--- src/rtl/fifo_rd_ctrl.sv ---
`default_nettype none
// ============================================================================
//  Module   : fifo_rd_ctrl
//  Purpose  : Read-side controller of an asynchronous FIFO. Keeps the binary
//             and Gray read pointers, issues one memory read per word, and
//             presents the word through a valid/ready output register.
//  Ports    : clk, reset       - read-domain clock, async active-high reset
//             wptr_gray_sync   - write pointer (Gray), synchronized into clk
//             mem_ren/raddr    - memory read request
//             mem_rdata        - memory data, valid one cycle after mem_ren
//             rd_valid/ready   - output handshake; rd_data holds the word
//             rptr_gray        - registered Gray read pointer for write domain
//             empty            - no unread words in memory
//             rd_level         - words in memory (0 unless FIFO_RD_LEVEL_EN)
//  Options  : FIFO_RD_LEVEL_EN - enables the registered rd_level computation
//  Revision : 1.0 - initial release
// ============================================================================
module fifo_rd_ctrl #(
   parameter int ADDR_W = 4,
   parameter int DATA_W = 8
) (
   input  logic              clk,
   input  logic              reset,
   input  logic [ADDR_W:0]   wptr_gray_sync,
   output logic              mem_ren,
   output logic [ADDR_W-1:0] mem_raddr,
   input  logic [DATA_W-1:0] mem_rdata,
   output logic              rd_valid,
   input  logic              rd_ready,
   output logic [DATA_W-1:0] rd_data,
   output logic [ADDR_W:0]   rptr_gray,
   output logic              empty,
   output logic [ADDR_W:0]   rd_level
);

   localparam int c_PTR_W = ADDR_W + 1;

   localparam logic [1:0] c_S_IDLE  = 2'd0;
   localparam logic [1:0] c_S_FETCH = 2'd1;
   localparam logic [1:0] c_S_HOLD  = 2'd2;

   logic [1:0]          r_state;
   logic [c_PTR_W-1:0]  r_rbin;
   logic [c_PTR_W-1:0]  w_rbin_next;
   logic [c_PTR_W-1:0]  r_rptr_gray;
   logic                r_rd_valid;
   logic [DATA_W-1:0]   r_rd_data;
   logic                w_empty;
   logic                w_hs;
   logic                w_issue;

   assign w_empty = (r_rptr_gray == wptr_gray_sync);
   assign w_hs    = r_rd_valid & rd_ready;

   // A read is issued from IDLE whenever data exists, or from HOLD when the
   // held word is accepted and more data exists (back-to-back refetch).
   always_comb begin
      w_issue = 1'b0;
      case (r_state)
         c_S_IDLE: w_issue = ~w_empty;
         c_S_HOLD: w_issue = w_hs & ~w_empty;
         default:  w_issue = 1'b0;
      endcase
   end

   assign w_rbin_next = r_rbin + {{ADDR_W{1'b0}}, w_issue};

   // Gate with reset so no request escapes while the block is held in reset
   // and the write pointer happens to differ from the cleared read pointer.
   assign mem_ren   = w_issue & ~reset;
   assign mem_raddr = r_rbin[ADDR_W-1:0];

   always_ff @(posedge clk or posedge reset) begin
      if (reset) begin
         r_state     <= c_S_IDLE;
         r_rbin      <= '0;
         r_rptr_gray <= '0;
         r_rd_valid  <= 1'b0;
         r_rd_data   <= '0;
      end else begin
         r_rbin      <= w_rbin_next;
         r_rptr_gray <= (w_rbin_next >> 1) ^ w_rbin_next;
         case (r_state)
            c_S_IDLE: begin
               if (w_issue) r_state <= c_S_FETCH;
            end
            c_S_FETCH: begin
               r_rd_data  <= mem_rdata;
               r_rd_valid <= 1'b1;
               r_state    <= c_S_HOLD;
            end
            c_S_HOLD: begin
               if (w_hs) begin
                  r_rd_valid <= 1'b0;
                  r_state    <= w_issue ? c_S_FETCH : c_S_IDLE;
               end
            end
            default: r_state <= c_S_IDLE;
         endcase
      end
   end

   assign rd_valid  = r_rd_valid;
   assign rd_data   = r_rd_data;
   assign rptr_gray = r_rptr_gray;
   assign empty     = w_empty;

`ifdef FIFO_RD_LEVEL_EN
   logic [c_PTR_W-1:0] w_wbin;
   logic [c_PTR_W-1:0] r_rd_level;

   // Gray to binary: bit i is the XOR of all Gray bits from i up to the MSB.
   for (genvar i = 0; i < c_PTR_W; i++) begin : g_g2b
      assign w_wbin[i] = ^(wptr_gray_sync >> i);
   end

   always_ff @(posedge clk or posedge reset) begin
      if (reset) r_rd_level <= '0;
      else       r_rd_level <= w_wbin - r_rbin;
   end

   assign rd_level = r_rd_level;
`else
   assign rd_level = '0;
`endif

endmodule
`default_nettype wire

--- config.mk ---
export PLATFORM = sky130hd
export DESIGN_NAME = fifo_rd_ctrl
export DESIGN_NICKNAME = d
export VERILOG_FILES = /design/src/rtl/fifo_rd_ctrl.sv
export SDC_FILE = /design/constraint.sdc
export NUM_CORES = 1
export LEC_CHECK = 0
export ABC_AREA = 1
export BUFFER_PORTS_ARGS = -buffer_cell sky130_fd_sc_hd__buf_2
export CAP_MARGIN = 40
export CELL_PAD_IN_SITES_DETAIL_PLACEMENT = 1
export CELL_PAD_IN_SITES_GLOBAL_PLACEMENT = 1
export CORE_UTILIZATION = 32
export CTS_CLUSTER_DIAMETER = 80
export DETAILED_ROUTE_END_ITERATION = 10
export PLACE_DENSITY_LB_ADDON = 0.05
export SYNTH_ARGS = -nofsm -noshare
export SYNTH_HDL_FRONTEND = slang
export SYNTH_SLANG_ARGS = --single-unit
--- constraint.sdc ---
create_clock -name clk -period 2.5 [get_ports clk]
set_input_delay 0.5 -clock clk [delete_from_list [all_inputs] [get_ports clk]]
set_output_delay 0.5 -clock clk [all_outputs]
set_load 0.1 [all_outputs]
* Yosys cells after proc, flatten, opt, wreduce, memory -nomap -nowiden
Index checks and enable logic that the tools add are counted.
Word-level totals: input port bits 16, bits in registers 21
Cells by class: reduce and logical (&&, ||, !) cells 4, add/subtract/negate cells 1, multiplexer cells 7, equality and inequality tests 5, bitwise logic cells 6
Operator list (number):
- one-hot mux 2 bit (3 select lines) | 1
- adder 5 x 1 -> 5 bit | 1
- equality test 5 bit | 1
- XOR 4 x 5 -> 5 bit | 1
- two-way mux 2 bit | 2
- inequality test 2 bit, second input constant | 2
- one-hot mux 1 bit (2 select lines) | 2
- AND reduction 2 bit | 2
- bitwise AND 1 bit | 3
- equality test 2 x 1 -> 1 bit, second input constant | 1
- equality test 2 bit, second input constant | 1
- zero test 2 bit | 1
- two-way mux 1 bit | 2
- inverter 1 bit | 2
- nonzero test 2 bit | 1

* Longest topological paths before layout
Gate-level depths: netlist of the first run.
depth after elaboration 7, depth in mapped cells 12

* Least setup slack after synthesis of the first run
No wires, ideal clock.
path kind flip-flop to output port, from reg r_rptr_gray[3], in the netlist rptr_gray[3], to out mem_ren, data arrival time 2575 ps, stages on the path, launching flop included 7, path slack -575 ps, required time 2000 ps, buffers on the path 0, path through dfrtp_1 -> nand2_1 -> nand2_1 -> nor2_1 -> nand3_1 -> nand2_1 -> nor2_1
On the way: longest elaborated chain between the ends 5
Ends and longest elaborated chain:
- from (decl) | line 45 | logic [c_PTR_W-1:0] r_rptr_gray;
- from (signal assigned) | line 82 | r_rptr_gray <= (w_rbin_next >> 1) ^ w_rbin_next;
- equality test 5 bit (*) | line 52 | assign w_empty = (r_rptr_gray == wptr_gray_sync);
- inverter 1 bit (*) | line 60, 61
- bitwise AND 1 bit | line 61 | c_S_HOLD: w_issue = w_hs & ~w_empty;
- one-hot mux 1 bit (2 select lines) (*) | line 59 | case (r_state)
- bitwise AND 1 bit (*) | line 70 | assign mem_ren = w_issue & ~reset;
- to (decl) | line 25 | output logic mem_ren,
Mark *: on every way between the ends. The rest lies on a longest branch, timed or not.

* Worst setup path after layout of the first run
from reg r_rptr_gray[0], in the netlist rptr_gray[0], to out mem_ren
The elaborated chain is that of the path after synthesis.

==> results.sh, run 1 <==
export IMPL_fp_dieW_um=55.7
export IMPL_synth_area_um2=922
export IMPL_synth_seq_cells=20
export IMPL_arrival_ns=1.72
export IMPL_cp_max_fo=3
export IMPL_core_area_mm2=0.00273
export IMPL_max_stage_delay_ns=0.43
export IMPL_hpwl_um=1430
export IMPL_critPathKind="flip-flop to primary output"
export IMPL_cp_start_kind="flip-flop"
export IMPL_avgViaCountPerCell=4.28
export IMPL_outcome="finished, final reports clean"
export IMPL_cp_slowest_cell="buf_2"
export IMPL_routed_wl_um=1810
export IMPL_vias=727
export IMPL_antenna_found_initial=0
export IMPL_rows=19
export IMPL_synth_cell_types=16
export IMPL_diodes=0
export IMPL_fin_skew_ns=0.000780
export IMPL_critPathBufInv=2
export IMPL_grt_first_pass_wirelength_um=3070
export IMPL_drc_errors=0
export IMPL_tightest_slew_ns=0.753
export IMPL_avgSynthCellArea_um2=9.13
export IMPL_post_drt_wl_per_cell_um=10.6
export IMPL_postCtsHoldBufs=0
export IMPL_synth_cells=101
export IMPL_ys_flop_type="dfrtp_1"
export IMPL_cts_setup_buffers=0
export IMPL_grt_max_degree=21
export IMPL_cts_buffers=3
export IMPL_grt_pass1_vias=726
export IMPL_clk_latency_ns=0.29
export IMPL_min_period_ns=2.22
export IMPL_cts_root_buf="clkbuf_4"
export IMPL_finalCritPeriodShare_pct=88.6
export IMPL_dieArea_mm2=0.00310
export IMPL_die_h_um=55.7
export IMPL_cts_resized=0
export IMPL_worstPathRequired_ns=2.00
export IMPL_cts_tree="done"
export IMPL_ys_seq_area_share_pct=54.3
export IMPL_hold_viol=0
export IMPL_gp_congestion=0.721
export IMPL_setup_violations=0
export IMPL_io_buffer_count=35
export IMPL_crit_path_end_kind="primary output"
export IMPL_drive_gt1_share_pct=32.4
export IMPL_htreeDepth=1
export IMPL_grt_usage_pct=12.6
export IMPL_ant_nets=0
export IMPL_firstDrtPassIters=4
export IMPL_r2r_end="rptr_gray[2]"
export IMPL_rsz0062_at_grt="no"
export IMPL_setup_tns_ns=0
export IMPL_maxCapViolCount=0
export IMPL_nNetsFinal=158
export IMPL_rr_worst_depth=11
export IMPL_relSlewSlack_pct=49.7
export IMPL_dr_first_iter_drc_count=10
export IMPL_synth_edff_count=0
export IMPL_clk_path_buf_depth=2
export IMPL_regToRegSetupSlack_ns=0.45
export IMPL_clock_sinks=20
export IMPL_async_flop_share_pct=100
export IMPL_syn_to_final_growth_pct=25.5
export IMPL_clkTransAtPathRegs_ns=0.11
export IMPL_num_io_pins=41
export IMPL_hold_class="primary input to async pin"
export IMPL_start_util_pct=33.7
export IMPL_cp_cell_sequence="nand2_1 > inv_1 > nor2_1 > nor2_1 > nand3_1 > nand2_1 > nor2_4 > buf_2"
export IMPL_cp_top_family="simple AND/OR/NAND/NOR gates"
export IMPL_drv_slew=0
export IMPL_yosysWarnings=0
export IMPL_grt_overflow_total=0
export IMPL_rr_startpoint="rptr_gray[0]"
export IMPL_max_freq_mhz=451
-- cell usage in the layout (no fill, tap or decap) --
master,count
nand2_1,36
buf_2,35
dfrtp_1,20
inv_1,16
conb_1,5
nor2_1,4
xnor2_1,3
xor2_1,3
clkbuf_4,3
nand3_1,2
a21oi_1,2
nor2_4,2
nand3_2,2
ha_1,2
o21ai_0,1
xor2_2,1
xnor2_2,1
clkbuf_8,1
-- cells by family after synthesis --
| kind of cell | count (synthesis) | share of synthesized area (%) |
|---|---|---|
| XOR/XNOR | 8 | 9.23 |
| adder cells (fa/ha/maj) | 2 | 2.71 |
| AND/OR/NAND/NOR | 46 | 21.2 |
| flip-flops | 20 | 54.3 |
| other | 1 | 0.407 |
| AO/OA/AOI/OAI | 3 | 1.63 |
| buffers and inverters | 21 | 10.6 |
-- sequential cells by signal (all words and copies together), names as in the netlist --
name       flops
rd_valid       1
rd_data        8
rptr_gray      4
r_rbin         5
r_state        2
-- cells in the mapped netlist, types with 2 or more instances --
| cell type | number | share of area, % |
|---|---|---|
| xnor2_1 | 3 | 2.8 |
| nand3_2 | 2 | 2.2 |
| a21oi_1 | 2 | 1.1 |
| xor2_1 | 3 | 2.8 |
| nand2_1 | 36 | 15 |
| buf_4 | 5 | 4.1 |
| nor2_1 | 5 | 2.0 |
| dfrtp_1 | 20 | 54 |
| ha_1 | 2 | 2.7 |
| nand3_1 | 2 | 1.1 |
| inv_1 | 16 | 6.5 |
-- final cells by class --
| class | instances | area (um2) |
|---|---|---|
| fillers | 344 | 1580 |
| flip-flops and latches | 20 | 500 |
| multi-input cells | 64 | 347 |
| repair buffers | 35 | 175 |
| inverters | 16 | 60.1 |
| well taps | 31 | 38.8 |
| clock buffers | 4 | 36.3 |
-- worst max path at each step --
stage	depth (start not counted)	end	from	slack, ns
after floorplan	12	rptr_gray[2]	rptr_gray[3]	0.02
after global placement	12	rptr_gray[2]	wptr_gray_sync[0]	0.30
after global routing	8	mem_ren	rptr_gray[0]	0.15
after CTS	8	mem_ren	rptr_gray[0]	0.23
final	8	mem_ren	rptr_gray[0]	0.28
after detailed placement	12	rptr_gray[2]	wptr_gray_sync[0]	0.19
-- per-stage QoR --
step	util (%)	instances	worst slack [ns]	instance area [um2]	hold WS (ns)
floorplan	-	105	0.0202	945	0.444
global placement	41.0	166	0.303	1120	0.451
detailed placement	41.0	166	0.186	1120	0.455
CTS	42.3	170	0.232	1160	0.363
global route	42.3	170	0.150	1160	0.384
finish	42.3	170	0.284	1160	0.348
-- layer usage --
metal	vias to the layer above	wire, um	GRT usage, %
met5	-	0	0
met4	0	21	6.43
met3	2	107	2.79
met2	25	869	21.0
met1	339	806	15.3
li1	361	-	-
Power of run 1 is left out: the tool's default activity adds up to more than one toggle a clock period on the data nets, which glitch-free logic cannot reach.
==> run 2: changes to the inputs <==
Settings changed: REMOVE_ABC_BUFFERS set to 1.
==> results.sh, run 2 (synthesis results as in run 1) <==
export IMPL_grt_usage_pct=12.2
export IMPL_drive_gt1_share_pct=31.7
export IMPL_ant_nets=0
export IMPL_num_io_pins=41
export IMPL_place_area_mm2=0.00111
export IMPL_vias=715
export IMPL_cts_tree="done"
export IMPL_cts_root_buf="clkbuf_4"
export IMPL_largest_reg_flops=8
export IMPL_cp_slowest_cell="buf_2"
export IMPL_max_freq_mhz=466
export IMPL_arrival_ns=1.65
export IMPL_drv_slew=0
export IMPL_rsz0062_at_grt="no"
export IMPL_setup_violations=0
export IMPL_htreeDepth=1
export IMPL_min_period_ns=2.15
export IMPL_fp_dieW_um=55.7
export IMPL_rr_worst_depth=11
export IMPL_clk_path_buf_depth=2
export IMPL_core_area_mm2=0.00273
export IMPL_die_h_um=55.7
export IMPL_routed_wl_um=1760
export IMPL_r2r_end="rptr_gray[2]"
export IMPL_hold_class="primary input to async pin"
export IMPL_post_drt_wl_per_cell_um=10.4
export IMPL_grt_max_degree=21
export IMPL_crit_top_cell="nor2_1"
export IMPL_nNetsFinal=158
export IMPL_stdcell_count=170
export IMPL_cp_max_fo=3
export IMPL_outcome="finished, final reports clean"
export IMPL_critPathBufInv=2
export IMPL_grt_first_pass_wirelength_um=2890
export IMPL_cts_resized=0
export IMPL_fin_skew_ns=0.00422
export IMPL_cts_buffers=3
export IMPL_postCtsHoldBufs=0
export IMPL_max_stage_delay_ns=0.42
export IMPL_cts_setup_buffers=0
export IMPL_grt_overflow_total=0
export IMPL_diodes=0
export IMPL_antenna_found_initial=0
export IMPL_relSlewSlack_pct=50.4
export IMPL_layout_commonest_cell="nand2_1"
export IMPL_start_util_pct=33.7
export IMPL_rows=19
export IMPL_critPathKind="flip-flop to primary output"
export IMPL_clk_latency_ns=0.29
export IMPL_syn_to_final_growth_pct=24.7
export IMPL_grt_pass1_vias=676
export IMPL_avgViaCountPerCell=4.21
export IMPL_gp_congestion=0.737
export IMPL_hpwl_um=1400
export IMPL_clkTransAtPathRegs_ns=0.11
export IMPL_layout_common_cells="36 x nand2_1, 35 x buf_2, 20 x dfrtp_1"
export IMPL_dr_first_iter_drc_count=13
export IMPL_worstPathRequired_ns=2.00
export IMPL_hold_viol=0
export IMPL_regToRegSetupSlack_ns=0.57
export IMPL_drc_errors=0
export IMPL_cp_start_kind="flip-flop"
export IMPL_cp_top_family="simple AND/OR/NAND/NOR gates"
export IMPL_place_inst=166
export IMPL_clock_sinks=20
export IMPL_crit_path_end_kind="primary output"
export IMPL_cp_cell_sequence="nand2_1 > inv_1 > nor2_1 > nor2_1 > nand3_1 > nand2_1 > nor2_1 > buf_2"
export IMPL_dieArea_mm2=0.00310
export IMPL_fin_area_mm2=0.00115
export IMPL_setup_tns_ns=0
export IMPL_rr_startpoint="rptr_gray[0]"
export IMPL_io_buffer_count=35
export IMPL_finalCritPeriodShare_pct=85.9
export IMPL_tightest_slew_ns=0.744
export IMPL_maxCapViolCount=0
export IMPL_firstDrtPassIters=2
## run 2: cell counts in the layout (fill, tap and decap cells not counted)
Identical to the previous run, type by type.
## run 2: layout make-up
cell class / instances / area (um2)
fill: 346 / 1580
sequential: 20 / 500
multi-input combinational: 64 / 339
timing repair buffer: 35 / 175
inverter: 16 / 60.1
tap: 31 / 38.8
clock buffer: 4 / 36.3
## run 2: per-stage QoR
step,hold WS (ns),worst slack (ns),utilization (%)
6_report,0.327,0.353,42.1
5_1_grt,0.378,0.192,42.1
4_1_cts,0.354,0.291,42.1
3_5_place_dp,0.456,0.303,40.7
3_3_place_gp,0.450,0.402,40.7
2_1_floorplan,0.444,-0.575,-
## run 2: layer usage
metal  up-vias  part of all wire [%]  GRT usage (%)
met5         -                     0              0
met4         0                   2.2           8.57
li1        364                     -              -
met2        24                    44           18.2
met1       323                    49           16.1
met3         4                   5.6           2.09
## run 2: how the worst max path moves through the flow
stage          slack [ns]              start            to  depth (start not counted)
2_1_floorplan       -0.57       rptr_gray[3]       mem_ren                          6
3_3_place_gp         0.40  wptr_gray_sync[0]  rptr_gray[2]                         12
3_5_place_dp         0.30  wptr_gray_sync[0]  rptr_gray[2]                         12
4_1_cts              0.29       rptr_gray[0]       mem_ren                          8
5_1_grt              0.19       rptr_gray[0]       mem_ren                          8
6_report             0.35       rptr_gray[0]       mem_ren                          8
Power of run 2 is left out for the same reason.
==> run 3: changes to the inputs <==
--- a/config.mk
+++ b/config.mk
@@ -6,10 +6,9 @@
 export NUM_CORES = 1
 export LEC_CHECK = 0
-export ABC_AREA = 1
 export BUFFER_PORTS_ARGS = -buffer_cell sky130_fd_sc_hd__buf_2
 export CAP_MARGIN = 40
 export CELL_PAD_IN_SITES_DETAIL_PLACEMENT = 1
 export CELL_PAD_IN_SITES_GLOBAL_PLACEMENT = 1
-export CORE_UTILIZATION = 32
+export CORE_UTILIZATION = 35
 export CTS_CLUSTER_DIAMETER = 80
 export DETAILED_ROUTE_END_ITERATION = 10
==> constraint.sdc (replaced) <==
create_clock -name clk -period 2.5 [get_ports clk]
set_input_delay 0.25 -clock clk [delete_from_list [all_inputs] [get_ports clk]]
set_output_delay 0.25 -clock clk [all_outputs]
set_load 0.1 [all_outputs]
==> results.sh, run 3 <==
export IMPL_outcome="finished, final reports clean"
export IMPL_cp_slowest_cell="buf_2"
export IMPL_yosysWarnings=0
export IMPL_tightest_slew_ns=0.756
export IMPL_layout_common_cells="35 x buf_2, 20 x dfrtp_1, 8 x xor2_1, 8 x mux2_4, 5 x conb_1"
export IMPL_cp_max_fo=4
export IMPL_start_util_pct=37.1
export IMPL_min_period_ns=2.04
export IMPL_place_inst=130
export IMPL_ant_nets=0
export IMPL_drc_errors=0
export IMPL_firstDrtPassIters=2
export IMPL_synth_cell_types=21
export IMPL_rows=18
export IMPL_cts_resized=0
export IMPL_hold_viol=0
export IMPL_clkTransAtPathRegs_ns=0.10
export IMPL_layout_commonest_cell="buf_2"
export IMPL_dr_first_iter_drc_count=3
export IMPL_ys_flop_type="dfrtp_1"
export IMPL_hold_class="primary input to async pin"
export IMPL_clk_latency_ns=0.28
export IMPL_multi_input_area_um2=390
export IMPL_fin_skew_ns=0.00124
export IMPL_num_io_pins=41
export IMPL_synthTopCellsByCount="20 x dfrtp_1, 8 x mux2_4, 8 x xor2_1, 5 x buf_4"
export IMPL_postCtsHoldBufs=0
export IMPL_nNetsFinal=123
export IMPL_cp_start_kind="flip-flop"
export IMPL_avgSynthCellArea_um2=14.1
export IMPL_maxCapViolCount=0
export IMPL_cp_cell_sequence="a21boi_2 > a2111oi_2 > buf_2"
export IMPL_largest_reg_flops=8
export IMPL_rr_startpoint="r_state[1]"
export IMPL_vias=590
export IMPL_avgViaCountPerCell=4.44
export IMPL_async_flop_share_pct=100
export IMPL_critPathKind="flip-flop to primary output"
export IMPL_synth_edff_count=0
export IMPL_diodes=0
export IMPL_relSlewSlack_pct=49.6
export IMPL_grt_overflow_total=0
export IMPL_rsz0062_at_grt="no"
export IMPL_cts_root_buf="clkbuf_4"
export IMPL_stdcell_count=133
export IMPL_fill_cells=279
export IMPL_post_drt_wl_per_cell_um=12.3
export IMPL_drive_gt1_share_pct=51.5
export IMPL_finalCritPeriodShare_pct=81.7
export IMPL_core_area_mm2=0.00250
export IMPL_setup_violations=0
export IMPL_syn_to_final_growth_pct=22.9
export IMPL_cts_setup_buffers=0
export IMPL_rr_worst_depth=7
export IMPL_clock_sinks=20
export IMPL_grt_first_pass_wirelength_um=2600
export IMPL_gp_congestion=0.685
export IMPL_ys_top_cells_by_area="dfrtp_1 54%, mux2_4 13%, xor2_1 7.5%"
export IMPL_ys_seq_area_share_pct=53.9
export IMPL_r2r_end="rptr_gray[3]"
export IMPL_synth_largest_area_cell="dfrtp_1"
export IMPL_fin_util_pct=45.6
export IMPL_clk_path_buf_depth=2
export IMPL_hpwl_um=1310
export IMPL_regToRegSetupSlack_ns=0.54
export IMPL_cts_tree="done"
export IMPL_grt_pass1_vias=563
export IMPL_arrival_ns=1.79
export IMPL_cts_buffers=3
export IMPL_synth_seq_cells=20
export IMPL_grt_usage_pct=13.1
export IMPL_max_freq_mhz=490
export IMPL_routed_wl_um=1640
export IMPL_regArea_um2=500
export IMPL_synth_cells=66
export IMPL_setup_tns_ns=0
export IMPL_dieArea_mm2=0.00286
export IMPL_antenna_found_initial=0
export IMPL_crit_path_end_kind="primary output"
export IMPL_synth_area_um2=928
export IMPL_io_buffer_count=35
export IMPL_die_h_um=53.5
export IMPL_worstPathRequired_ns=2.25
export IMPL_grt_max_degree=21
export IMPL_fp_dieW_um=53.5
export IMPL_synth_most_common_cell="dfrtp_1"
export IMPL_htreeDepth=1
export IMPL_drv_slew=0
export IMPL_max_stage_delay_ns=0.48
export IMPL_netlist_area_leader_share_pct=53.9
run 3: changes by cell type in the layout (fill, tap and decap cells not counted), sizes merged, moves of 2 or more:
| cell | before | now |
|---|---|---|
| nand2 | 36 | 1 |
| inv | 16 | 4 |
| mux2 | 0 | 8 |
| xor2 | 4 | 9 |
| nor2 | 6 | 2 |
| a211oi | 0 | 2 |
| nand3 | 4 | 2 |
run 3: area by class of cell:
type,instances,share of cell area (%)
clock buffer,3,1.97
inverter,4,1.32
multi-input combinational,41,34.2
sequential,20,43.9
tap,30,3.29
timing repair buffer,35,15.4
run 3: how the worst max path moves through the flow:
| stage | start | to | slack [ns] | cells past startpoint |
|---|---|---|---|---|
| CTS | r_state[1] | mem_ren | 0.43 | 3 |
| global placement | r_state[1] | rptr_gray[3] | 0.61 | 7 |
| detailed placement | r_state[1] | rptr_gray[3] | 0.53 | 7 |
| finish | r_state[1] | mem_ren | 0.46 | 3 |
| floorplan | rptr_gray[3] | mem_ren | -0.94 | 3 |
| global route | rptr_gray[0] | rptr_gray[3] | 0.33 | 8 |
run 3: worst max-delay path, delay by kind of cell, from the launching register on:
kind            cells  cell delay (ns)
compound gates      2             0.55
buf+inv             1             0.48
flops               1             0.47
run 3: cells by family (layout without fill, tap and decap cells):
kind of cell | after synthesis | count (layout) | synth area share [%]
compound gates | 7 | 7 | 6.47
xor+xnor | 12 | 12 | 12.1
simple gates | 7 | 7 | 5.79
buf+inv | 9 | 42 | 5.66
mux | 8 | 8 | 12.9
fa+ha+maj | 2 | 2 | 2.69
other cells | 1 | 5 | 0.404
flops | 20 | 20 | 53.9
run 3: routing by layer:
metal / vias up / wire (um) / track usage, %
li1: 285 / - / -
met1: 283 / 760 / 17.7
met2: 20 / 789 / 19.0
met3: 2 / 76 / 3.45
met4: 0 / 15 / 6.58
met5: - / 0 / 0
run 3: per-stage QoR:
stage / cell area [um2] / setup WS, ns / hold slack (ns)
2_1_floorplan: 906 / -0.938 / 0.214
3_3_place_gp: 1120 / 0.614 / 0.459
3_5_place_dp: 1120 / 0.532 / 0.445
4_1_cts: 1140 / 0.429 / 0.120
5_1_grt: 1140 / 0.335 / 0.145
6_report: 1140 / 0.458 / 0.0994
Power of run 3 is left out for the same reason.
